<file path="src/rtl/alu_seq_mc.sv">
// alu_seq_mc: registered ALU with a Start/Done handshake.
//   Single-cycle ops: NOP, ADD, SUB, AND, OR, XOR, PASS (barrel shifter result).
//   Multi-cycle op:   MUL (shift-add, WIDTH iterations), only when ALU_MUL_EN is defined;
//                     without ALU_MUL_EN, op 111 behaves as NOP and Busy is tied low.
// Ports:
//   Clock, Resetn            clock, asynchronous active-low reset
//   Start, op[2:0]           request and opcode, sampled while Busy=0
//   RA_out, BusW             operands A and B
//   saidaBarril              barrel shifter result for PASS
//   Res                      registered result
//   bitZero, Neg, Carry, Ovf registered flags
//   Busy                     high while a MUL is in progress
//   Done                     one-cycle pulse when Res/flags are updated
module alu_seq_mc #(
  parameter int unsigned WIDTH = 16
) (
  input  logic             Clock,
  input  logic             Resetn,
  input  logic             Start,
  input  logic [2:0]       op,
  input  logic [WIDTH-1:0] RA_out,
  input  logic [WIDTH-1:0] BusW,
  input  logic [WIDTH-1:0] saidaBarril,
  output logic [WIDTH-1:0] Res,
  output logic             bitZero,
  output logic             Neg,
  output logic             Carry,
  output logic             Ovf,
  output logic             Busy,
  output logic             Done
);

  localparam int unsigned CW = $clog2(WIDTH);

  localparam logic [2:0] OP_NOP  = 3'b000;
  localparam logic [2:0] OP_ADD  = 3'b001;
  localparam logic [2:0] OP_SUB  = 3'b010;
  localparam logic [2:0] OP_AND  = 3'b011;
  localparam logic [2:0] OP_PASS = 3'b100;
  localparam logic [2:0] OP_OR   = 3'b101;
  localparam logic [2:0] OP_XOR  = 3'b110;
  localparam logic [2:0] OP_MUL  = 3'b111;

  typedef enum logic {IDLE, MUL} state_t;

  state_t           state, state_n;
  logic [WIDTH-1:0] res_n;
  logic             zero_n, neg_n, carry_n, ovf_n, done_n;
  logic [WIDTH:0]   add_sum, sub_diff;

`ifdef ALU_MUL_EN
  // prod holds {partial high word, remaining multiplier bits}; shifts right each step
  logic [2*WIDTH-1:0] prod, prod_n;
  logic [WIDTH-1:0]   mcand, mcand_n;
  logic [CW-1:0]      cnt, cnt_n;
  logic [WIDTH:0]     step_sum;
  logic               busy_n;
`endif

  // Extra MSB captures carry-out (ADD) and borrow (SUB)
  assign add_sum  = {1'b0, RA_out} + {1'b0, BusW};
  assign sub_diff = {1'b0, RA_out} - {1'b0, BusW};

  // Next-state and next-output logic
  always_comb begin
    state_n = state;
    res_n   = Res;
    carry_n = Carry;
    ovf_n   = Ovf;
    done_n  = 1'b0;
`ifdef ALU_MUL_EN
    busy_n   = Busy;
    prod_n   = prod;
    mcand_n  = mcand;
    cnt_n    = cnt;
    step_sum = {1'b0, prod[2*WIDTH-1:WIDTH]} +
               (prod[0] ? {1'b0, mcand} : {(WIDTH+1){1'b0}});
`endif
    unique case (state)
      IDLE: begin
        if (Start) begin
          done_n = 1'b1;
          unique case (op)
            OP_ADD: begin
              res_n   = add_sum[WIDTH-1:0];
              carry_n = add_sum[WIDTH];
              ovf_n   = (RA_out[WIDTH-1] == BusW[WIDTH-1]) &&
                        (add_sum[WIDTH-1] != RA_out[WIDTH-1]);
            end
            OP_SUB: begin
              res_n   = sub_diff[WIDTH-1:0];
              carry_n = sub_diff[WIDTH];
              ovf_n   = (RA_out[WIDTH-1] != BusW[WIDTH-1]) &&
                        (sub_diff[WIDTH-1] != RA_out[WIDTH-1]);
            end
            OP_AND:  begin res_n = RA_out & BusW; carry_n = 1'b0; ovf_n = 1'b0; end
            OP_OR:   begin res_n = RA_out | BusW; carry_n = 1'b0; ovf_n = 1'b0; end
            OP_XOR:  begin res_n = RA_out ^ BusW; carry_n = 1'b0; ovf_n = 1'b0; end
            OP_PASS: begin res_n = saidaBarril;   carry_n = 1'b0; ovf_n = 1'b0; end
            OP_MUL: begin
`ifdef ALU_MUL_EN
              done_n  = 1'b0;
              busy_n  = 1'b1;
              prod_n  = {{WIDTH{1'b0}}, BusW};
              mcand_n = RA_out;
              cnt_n   = '0;
              state_n = MUL;
`endif
            end
            OP_NOP:  ;
            default: ;
          endcase
        end
      end
      MUL: begin
`ifdef ALU_MUL_EN
        prod_n = {step_sum, prod[WIDTH-1:1]};
        cnt_n  = cnt + CW'(1);
        if (cnt == CW'(WIDTH - 1)) begin
          res_n   = prod_n[WIDTH-1:0];
          carry_n = 1'b0;
          ovf_n   = |prod_n[2*WIDTH-1:WIDTH];
          done_n  = 1'b1;
          busy_n  = 1'b0;
          state_n = IDLE;
        end
`else
        state_n = IDLE;
`endif
      end
      default: state_n = IDLE;
    endcase
    // Held results keep consistent flags since Res==0 <-> bitZero is invariant
    zero_n = (res_n == '0);
    neg_n  = res_n[WIDTH-1];
  end

  // State and output registers
  always_ff @(posedge Clock or negedge Resetn) begin
    if (!Resetn) begin
      state   <= IDLE;
      Res     <= '0;
      bitZero <= 1'b1;
      Neg     <= 1'b0;
      Carry   <= 1'b0;
      Ovf     <= 1'b0;
      Done    <= 1'b0;
    end else begin
      state   <= state_n;
      Res     <= res_n;
      bitZero <= zero_n;
      Neg     <= neg_n;
      Carry   <= carry_n;
      Ovf     <= ovf_n;
      Done    <= done_n;
    end
  end

`ifdef ALU_MUL_EN
  // Multiplier datapath registers
  always_ff @(posedge Clock or negedge Resetn) begin
    if (!Resetn) begin
      Busy  <= 1'b0;
      prod  <= '0;
      mcand <= '0;
      cnt   <= '0;
    end else begin
      Busy  <= busy_n;
      prod  <= prod_n;
      mcand <= mcand_n;
      cnt   <= cnt_n;
    end
  end
`else
  assign Busy = 1'b0;
`endif

endmodule

</file>
<file path="config.mk">
export PLATFORM = sky130hd
export DESIGN_NAME = alu_seq_mc
export DESIGN_NICKNAME = d
export VERILOG_FILES = /design/src/rtl/alu_seq_mc.sv
export SDC_FILE = /design/constraint.sdc
export NUM_CORES = 1
export LEC_CHECK = 0
export BUFFER_PORTS_ARGS = -buffer_cell sky130_fd_sc_hd__buf_4
export CAP_MARGIN = 10
export CORE_AREA = 3 3 107 78
export CTS_CLUSTER_SIZE = 16
export DETAILED_ROUTE_END_ITERATION = 12
export DIE_AREA = 0 0 110 81
export PLACE_DENSITY = 0.77
export RECOVER_POWER = 50
export SYNTH_ARGS = -nofsm -noshare
export SYNTH_HDL_FRONTEND = slang
export SYNTH_SLANG_ARGS = --single-unit
</file>
<file path="constraint.sdc">
create_clock -name Clock -period 2.4 [get_ports Clock]
set_clock_uncertainty 0.2 [all_clocks]
set_input_delay 0 -clock Clock [delete_from_list [all_inputs] [get_ports Clock]]
set_output_delay 0 -clock Clock [all_outputs]
set_load 0.02 [all_outputs]
</file>
==> impl_summary.md, run 1 <==
Route
The number of vias in the routed layout is about 4,500. The final antenna-violating net count is 0. The number of remaining DRC errors is 0.

The detailed-route wire length per cell is roughly 18 um. The violation count after the first detailed-routing iteration is ~400. The first TritonRoute pass finished after 7 iterations. After detailed routing, the total wire length is 13,600 um. In the routed layout, each cell is associated on average with a via count of 6.07.

Logic synthesis
The net count of the mapped netlist is a little under 600. A synthesized cell averages 7.60 um^2. In the synthesized netlist the dominant register cell turns out to be sky130_fd_sc_hd__dfrtp_1. For this run, the number of Yosys warnings is 0. Summed over all instances, the cell type with the most area after synthesis is sky130_fd_sc_hd__ha_1.

The area share of the largest cell type after synthesis is roughly 17%. Of all flip-flops after synthesis, the portion carrying an async set or reset was 100%. Summing the sequential cell areas from Yosys gives 13.8% of the chip area.

By count the netlist is led by sky130_fd_sc_hd__inv_1 (53), sky130_fd_sc_hd__ha_1 (51), sky130_fd_sc_hd__nor2_1 (34), sky130_fd_sc_hd__nand2_1 (32), sky130_fd_sc_hd__o21ai_0 (29). Counting flops and latches in the post-synthesis netlist gives 20. By area the synthesized netlist is led by sky130_fd_sc_hd__ha_1 (17%), sky130_fd_sc_hd__dfrtp_1 (13%), sky130_fd_sc_hd__inv_1 (5.5%). The most used standard cell by instance count after synthesis is sky130_fd_sc_hd__inv_1.

After synthesis, the netlist uses approximately 80 different library cells. Synthesis produced 480 cells. In this run, synthesis inferred 0 flip-flops with an integrated enable. The cell area that synthesis handed to floorplanning was between 3000 and 4000 um^2.

Power and ir drop
The worst-case IR drop observed on VDD is 259 uV. The static leakage is 0.00246 uW. The power density relative to cell area is 368 nW/um^2. After layout, the design draws a total of roughly 1900 uW.

Global routing
After global routing the overflow that remains totals 0. The global router's overall resource usage is between 20% and 30%. The initial antenna violation count is 0. The first global-routing pass estimated roughly 21,000 um of wire. Entering global routing, the biggest net connects 20 pins. The via count of the first global-routing pass is about 4,200.

Clocking
Clock tree synthesis found a total of 20 sinks. In this run the number of H-tree levels came out at 1. The clock tree from TritonCTS is yes. The CTS buffer count is 3. The clock-pin slew on the worst setup and hold paths is 0.09 ns. Clock latency on the worst-skew pair, taken at its later pin, is between 0.2 and 0.3 ns.

Clock tree synthesis selected as its root buffer the cell sky130_fd_sc_hd__clkbuf_8. The buffer levels on the longest clock path is 2.

Floorplan
The total die area is around 9000 um^2. The horizontal die dimension is 110 um. The floorplan step defined a core boundary enclosing ~7300 um^2. The initial core utilization is 49.8%.

Pin placement for this block handled 76 I/O pins. In this run the core area contains 26 standard-cell rows. The die is around 81 um tall.

STA
The share of the cycle needed by the critical path after routing is 109%. The hold violation count in the final report is 0. Setup repair after global routing could not meet its margin everywhere. For the finished layout, the period the worst path requires is roughly 2.6 ns. The count of final max-slew check failures was 0.

The maximum clock frequency is around 0.38 GHz. The total negative setup slack is -0.209 ns. The normalized max-slew margin is 33.1%. The transition at the pin with the smallest max-transition slack is between 1 and 1.5 ns. The number of setup violations in the final report is 1. Once routing completed, OpenROAD measured the worst setup slack at -0.209 ns.

Final layout
The area growth from synthesis to layout is 44.3%. 0 antenna diodes ended up in the layout. Cells with a size suffix above 1 make up about a third of the layout. For this run, the post-layout net count is ~760.

Worst setup path
The signal on the critical path passes through buf_8, inv_4, ha_4, inv_2, fa_2, nor2b_4, o21ai_2, a21oi_2, a31oi_1, a31oi_2, or4_4, nor4_4, nand4_1, nor3_2. The critical path data arrival time is between 2 and 3 ns. The slowest cell on the critical path is sky130_fd_sc_hd__or4_4. The critical path's largest stage delay is between 0.5 and 0.6 ns. At the worst endpoint, the required time is approximately 2.4 ns. The cell class contributing the biggest share of worst-path delay is simple AND/OR/NAND/NOR gates. The type of the worst setup path is input pin to flop.

Together, buffers and inverters on the worst path number 3. The type of element capturing the critical path is a flop. The largest driver fanout on the critical path is 3.

The worst setup path is launched from an input pin.

Min path
The worst hold path class is input pin to flop.

Place
The global placer's final weighted congestion is slightly above 1. The count of input and output buffers is 74. The HPWL after detailed placement is 10,800 um.

The post-place setup slack is -0.464 ns.

Run
The max-capacitance violation count is 0.

Outcome
The checks that failed: setup timing. The flow ran to the end, but the final reports show violations.
-- power by group --
part           internal [uW]  switching (uW)
clock                    147             133
combinational            549             676
sequential               393            38.3
total                   1090             847
-- logic make-up after synthesis --
| logic type | after synthesis | share of synthesized area [%] |
|---|---|---|
| AOI/OAI and AO/OA | 166 | 33.4 |
| xor gates and xnor gates | 5 | 1.20 |
| adders and majority gates | 53 | 18.6 |
| buffers and inverters | 86 | 11.1 |
| DFF | 20 | 13.8 |
| muxes | 2 | 0.549 |
| other | 1 | 0.103 |
| and+or+nand+nor | 147 | 21.3 |
-- registers in the layout, indices dropped and copies added, names as in the netlist --
name,flops
Ovf,1
Res,15
Neg,1
Done,1
bitZero,1
Carry,1
-- worst register-to-register path, cell delays in order, from the launching register on --
cell and delay [ns]:
sky130_fd_sc_hd__dfrtp_1 0.41, sky130_fd_sc_hd__nor2_1 0.15, sky130_fd_sc_hd__a31oi_2 0.06, sky130_fd_sc_hd__or4_4 0.55, sky130_fd_sc_hd__nor4_4 0.30, sky130_fd_sc_hd__nand4_1 0.17
sky130_fd_sc_hd__nor3_2 0.19
-- placed cells by master, fill, tap and decap left out, types with 9 or more instances in the layout --
cell,count
sky130_fd_sc_hd__a21o_1,9
sky130_fd_sc_hd__a21oi_1,21
sky130_fd_sc_hd__buf_4,165
sky130_fd_sc_hd__clkbuf_1,22
sky130_fd_sc_hd__dfrtp_1,19
sky130_fd_sc_hd__ha_1,43
sky130_fd_sc_hd__inv_1,50
sky130_fd_sc_hd__nand2_1,32
sky130_fd_sc_hd__nand2b_1,9
sky130_fd_sc_hd__nand3_1,12
sky130_fd_sc_hd__nor2_1,34
sky130_fd_sc_hd__o211ai_1,10
sky130_fd_sc_hd__o21ai_0,26
-- final cells by class --
cell class,instances,area (um^2)
well taps,98,123
clock buffers,4,55.1
inverters,55,211
repair buffers,194,1420
fillers,621,2060
multi-input cells,374,2960
flip-flops and latches,20,502
-- path summary, 6_finish.rpt --
kind                           start      end  slack, ns  cells past startpoint
hold / removal              BusW[15]    Carry       0.01                      4
setup reg to reg              Res[4]  bitZero       0.30                      6
min in group asynchronous     Resetn  bitZero       0.06                      2
setup / recovery           RA_out[0]  bitZero      -0.21                     14
max in group asynchronous     Resetn      Neg       0.52                      3
hold reg to reg                  Ovf      Ovf       0.32                      2
-- per-stage QoR --
stage | cells | hold WS [ns] | instance area, um^2 | util [%]
CTS | 742 | 0.00523 | 5180 | 70.8
detailed placement | 734 | -0.288 | 5010 | 68.5
global placement | 734 | -0.289 | 5010 | 68.5
finish | 745 | 0.0138 | 5260 | 71.9
floorplan | 480 | -0.496 | 3660 | -
global route | 745 | 0.0438 | 5260 | 71.9
-- layer usage --
metal | up-vias | wire [um] | global-route usage [%] | part of all wire, %
li1 | 2081 | - | - | -
met2 | 270 | 6020 | 48.2 | 44
met1 | 2136 | 6040 | 43.1 | 44
met5 | - | 0 | 0 | 0
met3 | 34 | 1290 | 3.57 | 9.5
met4 | 0 | 256 | 5.23 | 1.9
-- timing repair --
action	4_1_cts	5_1_grt
resized for setup	11	31
setup buffers	0	3
gates cloned	0	0
hold buffers	4	0
pin swaps	4	17
endpoints found under the hold margin	23	0
setup endpoints to repair	5	7
Power figures use the tool's default switching activity.
==> run 2, diff against run 1 <==
- RECOVER_POWER: 50 -> 25
==> impl_summary.md, run 2 (synthesized netlist as in run 1, its figures left out) <==
Outcome
The run finished, with violations left. The final reports fail on setup timing.

Worst setup path
The type of element capturing the critical path is a flop. The count of buffer and inverter cells on the critical path is 3 (unchanged). The critical path's largest stage delay is 0.55 ns (about the same).

The worst endpoint required time is 2.41 ns (about the same). The type of the worst setup path is input pin to flop. The slowest cell on the critical path is sky130_fd_sc_hd__or4_4. The largest driver fanout on the critical path is 3 (unchanged). The startpoint kind of the worst setup timing path is an input pin. The critical path goes through buf_8, inv_4, ha_4, inv_2, fa_2, nor2b_4, o21ai_2, a21oi_2, a31oi_1, a31oi_2, or4_4, nor4_4, nand4_1, nor3_2. The cell class contributing the biggest share of worst-path delay is simple AND/OR/NAND/NOR gates. The critical path data arrival time is 2.63 ns (about the same).

Route
The first-pass iteration count of the detailed router is 6 (-1). The final antenna-violating net count is 0 (unchanged). The number of vias in the routed layout was 4,517 (-0.088%).

The detailed-route wire length per cell is 18.4 um (+0.63%). The routed wire length is 13,700 um (+0.63%). The routed via count divided by cell count was 6.06 (about the same). The number of remaining DRC errors came to 0 (unchanged). The violation count after the first detailed-routing iteration is 418 (+5.3%).

Global routing
The wire length of the first global-routing pass was 21,100 um (unchanged). The global router's overall resource usage is 29.9% (unchanged). The largest net degree at the start of global routing is 20 (unchanged). The via count of the first global-routing pass is 4,174 (unchanged). The initial antenna violation count is 0 (unchanged). The final global-route overflow total is 0 (unchanged).

STA
Setup repair after global routing could not meet its margin everywhere. The share of the cycle needed by the critical path after routing is 109% (+0.53 points). The clock period minus final worst setup slack is 2.62 ns (+0.0127 ns). The number of setup violations in the final report is 1 (unchanged). The total negative setup slack is -0.222 ns (-0.0127 ns). The normalized max-slew margin was 33.5% (+0.48 points).

The count of final max-slew check failures is 0 (unchanged). The least setup slack across all paths after layout is -0.222 ns (-0.0127 ns). The hold violation count in the final report is 0 (unchanged). The maximum clock frequency is 0.381 GHz (-0.48%). The transition at the pin with the smallest max-transition slack is 0.994 ns (-0.00713 ns).

Place
The placed cell count is 734 (unchanged). The detailed placer's ending HPWL is 10,800 um (unchanged). The count of input and output buffers was 74 (unchanged). The global placer's final weighted congestion is 1.01 (unchanged). The post-place setup slack came to -0.464 ns (unchanged).

Final layout
The number of filler cells placed in the layout is 611 (-1.6%). The fraction of layout cells with a size suffix above 1 was 36.0% (+1.4 points). The flip-flop count of the largest register after layout is 15 (unchanged).

Ranked by flip-flop count, first place goes to Res. Compared with the post-synthesis result, the final layout area differs by 45.2%. The count of antenna diodes in the layout is 0 (unchanged). The post-layout utilization of the core is 72.4% (+0.46 points).

The net total in the final layout is 755 (unchanged). The area of all sequential standard cells is 502 um^2 (unchanged). The multi-input combinational cell area is 2960 um^2 (unchanged). The final cell count without fillers was 745 (unchanged).

The most common library cell in the layout ignoring fill and taps is sky130_fd_sc_hd__buf_4. In the layout the commonest cells are sky130_fd_sc_hd__buf_4 (174), sky130_fd_sc_hd__inv_1 (50), sky130_fd_sc_hd__ha_1 (43).

Floorplan
The total die area is 8910 um^2 (unchanged). The initial core utilization is 49.8% (unchanged). The horizontal die dimension came to 110 um (unchanged). The number of top-level design ports is 76 (unchanged). The standard cell core area is 7320 um^2 (unchanged). The total number of placement rows was 26 (unchanged). The die height was 81 um (unchanged).

Clocking
The clock tree from TritonCTS is yes. The root buffer selected by CTS is sky130_fd_sc_hd__clkbuf_8. The TritonCTS sink count is 20 (unchanged). The later-pin clock latency in the skew report came to 0.27 ns (about the same).

The clock-pin slew on the worst setup and hold paths is 0.09 ns (about the same). The number of H-tree levels is 1 (unchanged). The buffer levels on the longest clock path came to 2 (unchanged). The CTS buffer count came to 3 (unchanged).

Min path
The worst hold path class is input pin to flop.

Power and ir drop
The static leakage came to 0.00249 uW (+1.4%). The power density relative to cell area was 370 nW/um^2 (+0.50%). The peak supply drop was 272 uV (+5.0%).

Run
The max-capacitance violation count is 0 (unchanged).
-- run 2: area by class of cell --
class                      count  area share [%]
sequential                    20            9.47
clock buffer                   4            1.04
timing repair buffer         194            27.4
inverter                      55            3.99
tap                           98            2.31
multi-input combinational    374            55.8
-- run 2: worst reg2reg max path: cells and delay by family (launching register included) --
kind	cells	cell delay [ns]
simple gates	5	1.37
compound gates	1	0.07
flops	1	0.41
-- run 2: timing repair --
item                                   in CTS  in global routing
setup buffers                               0                  3
setup endpoints to repair                   5                  7
resized for setup                          11                 31
pin swaps                                   4                 17
hold buffers                                4                  0
endpoints found under the hold margin      23                  0
-- run 2: final timing paths --
path	startpoint	to	slack, ns	cells past startpoint
max	RA_out[0]	bitZero	-0.22	14
min	BusW[15]	Carry	0.006	4
max reg2reg	Res[4]	bitZero	0.30	6
min reg2reg	Ovf	Ovf	0.32	2
max in group asynchronous	Resetn	Neg	0.52	3
min in group asynchronous	Resetn	bitZero	0.06	2
-- run 2: report_power, final --
part           internal (uW)  total (uW)  switching [uW]
logic                    569        1250             678
clock network            147         279             132
registers                393         432            39.4
total                   1110        1960             850
-- run 2: per-stage QoR --
step           hold WS [ns]  total power (uW)  cell area, um^2
2_1_floorplan        -0.496              1060             3660
3_3_place_gp         -0.289              1590             5010
3_5_place_dp         -0.288              1600             5010
4_1_cts             0.00523              1910             5180
5_1_grt              0.0438              2060             5300
6_report            0.00565              1960             5300
-- run 2: routing by layer --
metal / vias to the layer above / track usage, % / part of all wire (%)
met5: - / 0 / 0
met4: 0 / 5.23 / 1.5
met3: 30 / 3.57 / 10
met2: 261 / 48.2 / 44
met1: 2146 / 43.1 / 44
li1: 2080 / - / -
